===== config.mk =====
export PLATFORM = sky130hd
export DESIGN_NAME = massbus_regseq
export DESIGN_NICKNAME = d
export VERILOG_FILES = /design/src/rtl/massbus_regseq.sv
export SDC_FILE = /design/constraint.sdc
export NUM_CORES = 1
export LEC_CHECK = 0
export CAP_MARGIN = 10
export CORE_MARGIN = 2
export CORE_UTILIZATION = 38
export DETAILED_ROUTE_END_ITERATION = 6
export PLACE_DENSITY = 0.83
export SLEW_MARGIN = 25
export SYNTH_ARGS = -nofsm -noshare
export SYNTH_HDL_FRONTEND = slang
export SYNTH_SLANG_ARGS = --single-unit

===== constraint.sdc =====
create_clock -name clk -period 1.5 [get_ports clk]
set_input_delay 0.3 -clock clk [delete_from_list [all_inputs] [get_ports clk]]
set_output_delay 0.3 -clock clk [all_outputs]
set_load 0.1 [all_outputs]

===== src/rtl/massbus_regseq.sv =====
// massbus_regseq: sequences one RH11 drive-register read or write onto the
// Massbus register port and reports completion as ACK or non-existent drive (NED).
// Latency: accept edge to done pulse is 3+k cycles (k = ack delay after strobe); absent drive 2.
// Backpressure: requests are held by the requester until doneACK/doneNED; no new accept while busy.
//
// Ports:
//   clk, rst            clock; synchronous active-high reset
//   init                controller clear: abort to IDLE, NED pulse if mid-transaction
//   reqREAD/reqWRITE    request strobes (read wins if both), with reqUNIT/reqREGSEL/reqDATA
//   busy                transaction in progress
//   doneACK/doneNED     one-cycle completion pulses; doneDATA holds the last read data
//   mbUNIT/mbREGSEL     Massbus drive/register select, stable from SETUP through DONE
//   mbDATAI             Massbus write data (low 16 bits), only during a write strobe
//   mbREAD/mbWRITE      one-cycle register strobes
//   mbDPR/mbREGACK      drive present / register acknowledge; mbREGDAT read data
module massbus_regseq #(
  parameter int unsigned TIMEOUT = 63
) (
  input  logic        clk,
  input  logic        rst,
  input  logic        init,
  input  logic        reqREAD,
  input  logic        reqWRITE,
  input  logic [2:0]  reqUNIT,
  input  logic [4:0]  reqREGSEL,
  input  logic [15:0] reqDATA,
  output logic        busy,
  output logic        doneACK,
  output logic        doneNED,
  output logic [15:0] doneDATA,
  output logic [2:0]  mbUNIT,
  output logic [4:0]  mbREGSEL,
  output logic [35:0] mbDATAI,
  output logic        mbREAD,
  output logic        mbWRITE,
  input  logic        mbDPR,
  input  logic        mbREGACK,
  input  logic [15:0] mbREGDAT
);

  localparam logic [7:0] TMO = 8'(TIMEOUT);

  typedef enum logic [2:0] {
    IDLE    = 3'd0,
    SETUP   = 3'd1,
    STROBE  = 3'd2,
    WAITACK = 3'd3,
    DONE    = 3'd4
  } state_t;

  state_t      state, stateNext;
  logic [2:0]  unitQ;
  logic [4:0]  regselQ;
  logic [15:0] dataQ;
  logic        writeQ;
  logic [7:0]  count, countNext;
  logic        ackNext, nedNext;
  logic [15:0] doneDataNext;
  logic        accept;
  logic        strobe;

  always_ff @(posedge clk) begin
    if (rst) begin
      state    <= IDLE;
      unitQ    <= '0;
      regselQ  <= '0;
      dataQ    <= '0;
      writeQ   <= 1'b0;
      count    <= '0;
      doneACK  <= 1'b0;
      doneNED  <= 1'b0;
      doneDATA <= '0;
    end else begin
      state    <= stateNext;
      count    <= countNext;
      doneACK  <= ackNext;
      doneNED  <= nedNext;
      doneDATA <= doneDataNext;
      if (accept) begin
        unitQ   <= reqUNIT;
        regselQ <= reqREGSEL;
        dataQ   <= reqDATA;
        writeQ  <= !reqREAD;
      end
    end
  end

  always_comb begin
    stateNext    = state;
    countNext    = count;
    ackNext      = 1'b0;
    nedNext      = 1'b0;
    doneDataNext = doneDATA;
    accept       = 1'b0;
    if (init) begin
      // Abort: only a transaction that has not yet reported needs an NED pulse.
      stateNext = IDLE;
      nedNext   = (state != IDLE) && (state != DONE);
    end else begin
      case (state)
        IDLE: begin
          // An init-abort NED pulse is shown in IDLE; the requester is still
          // holding req during that cycle, so do not re-accept it.
          if ((reqREAD || reqWRITE) && !doneNED) begin
            accept    = 1'b1;
            stateNext = SETUP;
          end
        end
        SETUP: begin
          if (!mbDPR) begin
            stateNext = DONE;
            nedNext   = 1'b1;
          end else begin
            stateNext = STROBE;
          end
        end
        STROBE: begin
          if (mbREGACK) begin
            stateNext = DONE;
            ackNext   = 1'b1;
            if (!writeQ) doneDataNext = mbREGDAT;
          end else begin
            stateNext = WAITACK;
            countNext = '0;
          end
        end
        WAITACK: begin
          // Ack is checked before timeout so a coincident ack wins.
          if (mbREGACK) begin
            stateNext = DONE;
            ackNext   = 1'b1;
            if (!writeQ) doneDataNext = mbREGDAT;
          end else if (count == TMO) begin
            stateNext = DONE;
            nedNext   = 1'b1;
          end else begin
            countNext = count + 8'd1;
          end
        end
        DONE: begin
          stateNext = IDLE;
        end
        default: begin
          stateNext = IDLE;
        end
      endcase
    end
  end

  // Strobes are dropped immediately when init arrives during STROBE.
  assign strobe   = (state == STROBE) && !init;
  assign busy     = (state != IDLE);
  assign mbUNIT   = busy ? unitQ : 3'd0;
  assign mbREGSEL = busy ? regselQ : 5'd0;
  assign mbREAD   = strobe && !writeQ;
  assign mbWRITE  = strobe && writeQ;
  assign mbDATAI  = (strobe && writeQ) ? {20'd0, dataQ} : 36'd0;

endmodule


==> results.md <==
- Finish-stage setup viols: 66
- WS Path Type: reg -> out
- Share of layout cells above drive strength 1: 0.419
- Post-synthesis instance total: 303
- Unrepaired setup endpoints after global routing: true
- Post-synth EDFFs: 0
- Drt via density: 5.22
- Pre-CTS setup slack: -547 ps
- Tmin final: 1970 ps
- Initial antenna violation count: 0
- Post-Synth Simple-Gate Area: 0.279
- Gpl congestion: 0.881
- Startpoint type of the worst setup path: flop
- Peak supply drop: 0.589 mV
- Clock Latency Late Sink: 310 ps
- DRT iter0 DRCs: 98
- Antenna fix cells: 0
- Ports: 112
- Synth Flop Type: dfxtp_1
- Max-cap violations: 0
- Failing checks: setup timing
- Clock sinks: 54
- Layout area overhead: 92.8%
- Overall Global Routing Usage: 0.216
- Synth Area in Compound Gates: 0.119
- Fill cell count: 395
- Placed cell area: 4210 µm²
- CTS Root Cell: clkbuf_8
- R2R Setup Slk: -260 ps
- Cts hold-fix bufs: 0
- Avg Cell Area, Syn: 8.30 µm²
- Adder and majority gate portion of the synthesized area: 0.00497
- Starting density of the core: 0.394
- Slew Limit Fails: 0
- Via count: 2,684
- Worst Setup End Kind: primary output
- Placed cell count: 485
- Largest net degree at the start of global routing: 53
- Post-DP HPWL: 5170 µm
- Die ar.: 7290 µm²
- Seq/Total Area, Yosys: 0.430
- PwrDens: 742 nW/µm²
- Final non-filler cell total: 514
- Skew final: 8.01 ps
- Clock Tree Buf Depth: 2
- Worst Path Max Fanout: 9
- Antenna Nets Post-Route: 0
- Critical Path AT: 1670 ps
- DRC: 0
- Part of the cycle the worst path needs: 1.31
- Fraction of registers with async set/reset: 0
- Port Buffers: 91
- FF+latch count, synth: 54
- Highest Clock Rate: 509 MHz
- Grt ovf: 0
- Netlist Area Pre-Place: 2520 µm²
- First drt pass iteration count: 4
- CTS tree: built
- Avg WL per Cell: 16.8 µm
- CTS Buf Count: 5
- Die width: 85.4 µm
- Final nets: 484
- Synth top area share: 0.430
- Post-synth top area cell: dfxtp_1
- Top cells by area, synth: dfxtp_1 43%, nand2_1 8.1%, mux2i_1 6.8%, a21oi_1 6.6%, buf_4 6.6%
- Synth Area in XOR/XNOR: 0
- FF/Latch Area: 1090 µm²
- Final cell area excluding filler cells: 4850 µm²
- Status: finished, violations left
- Leakage: 1.86 nW
- Reg clk slew, reported paths: 100 ps
- Post-synthesis mux area share: 0.0676
- Most instantiated cells after synthesis: 54 x dfxtp_1, 54 x nand2_1, 33 x a21oi_1
- Final worst slack: -466 ps
- Final hold vios: 0
- Critical Path RT: 1200 ps
- H-tree Lvls: 2
- Largest family of logic cells by synthesized area: simple AND/OR/NAND/NOR gates
- Die H: 85.4 µm
- First-pass GRT wire length: 12,600 µm
- Core area: 6390 µm²
- Netlist cell types: 44
- Vias in the first global route: 2,627
- Worst hold path class: in -> reg
- Syn. warnings: 0
- Row cnt: 29
- Final WL: 8610 µm
- Multi-input logic area: 1560 µm²
-- cell usage in the layout, fill, tap and decap left out, types with 2 or more instances in the layout --
master           netlist  layout
or3_1                  2       2
a21oi_1               33      23
nand2_2                0       5
clkbuf_16              0       3
clkbuf_8               0       5
nand4_1                2       2
nor3_1                 4       2
inv_1                  3       2
o211ai_1               2       2
buf_12                 0      51
a31oi_1                4       4
nand2_1               54      47
clkdlybuf4s50_1        0      43
buf_4                 22      26
nor4b_4                1       2
nand3_1                6       3
o21ai_1                1       3
dfxtp_1               54      47
nand2_4                0       2
nand3b_1               2       2
dfxtp_4                0       2
a211oi_2               0       2
mux2i_1               17      17
conb_1                 1      20
and2_4                 0      25
dlygate4sd2_1          0       2
buf_6                  1      15
buf_8                  0       2
dfxtp_2                0       5
o21ai_4                0       2
nor2_4                 0       4
a21oi_2                0      10
nand3_2                0       2
nor2_1                24      21
o21ai_0                5       2
-- final cells by class --
cell class | instances | area share
clock buffer | 5 | 0.0142
clock inverter | 3 | 0.00903
inverter | 3 | 0.00310
multi-input combinational | 228 | 0.322
sequential | 54 | 0.226
tap | 77 | 0.0199
timing repair buffer | 144 | 0.406
-- path summary, 6_finish.rpt --
check / cells after the start / to / startpoint
worst max-delay path: 6 / mbDATAI[0] / state[2]
worst min-delay path: 4 / state[0] / rst
worst max register to register: 7 / count[4] / state[2]
worst min register to register: 2 / regselQ[0] / regselQ[0]
-- stage by stage --
stage / hold WS, ps / util / power (mW) / TNS (ps)
finish: 376 / 0.760 / 3.60 / -15290
floorplan: 396 / - / 2.15 / -9010
detailed placement: 446 / 0.660 / 2.43 / -27770
global route: 384 / 0.760 / 3.73 / -19130
CTS: 368 / 0.724 / 3.50 / -15020
global placement: 437 / 0.660 / 2.41 / -26000
-- worst max-delay path: stages, from the launching register on --
cell	delay, ps
dfxtp_2	350
nand2b_4	150
nor4b_4	230
buf_6	170
buf_12	130
and2_4	150
buf_12	160
-- state kept, by name, indices dropped and copies added (netlist names) --
name	flops
count	8
dataQ	16
doneACK	1
doneDATA	16
doneNED	1
regselQ	5
state	3
unitQ	3
writeQ	1
-- cell families after synthesis --
family                   Yosys count
AND/OR/NAND/NOR                  137
multiplexers                      17
other                              1
flip-flops                        54
adder cells (fa/ha/maj)            1
buffers and inverters             40
AO/OA/AOI/OAI                     53
-- where the power goes --
group          switching (mW)  leakage [nW]  internal [mW]
Sequential             0.0433         0.443           1.49
Combinational           0.638          1.36          0.418
Clock                   0.508        0.0585          0.502
Total                    1.19          1.86           2.41
-- layer usage --
layer	share of wire	wire length, µm	global-route usage	vias to the layer above
met4	0.010	89	0.0678	0
met3	0.054	469	0.0350	15
met1	0.39	3400	0.242	1303
met2	0.54	4660	0.412	114
met5	0	0	0	-
li1	-	-	-	1252
-- repair_timing --
action	in CTS	in global routing
endpoints found under the setup margin	71	75
cloned	3	3
gates resized for setup	48	41
pin swaps	22	26
buffers inserted	15	6
(Power assumes the default switching activity.)
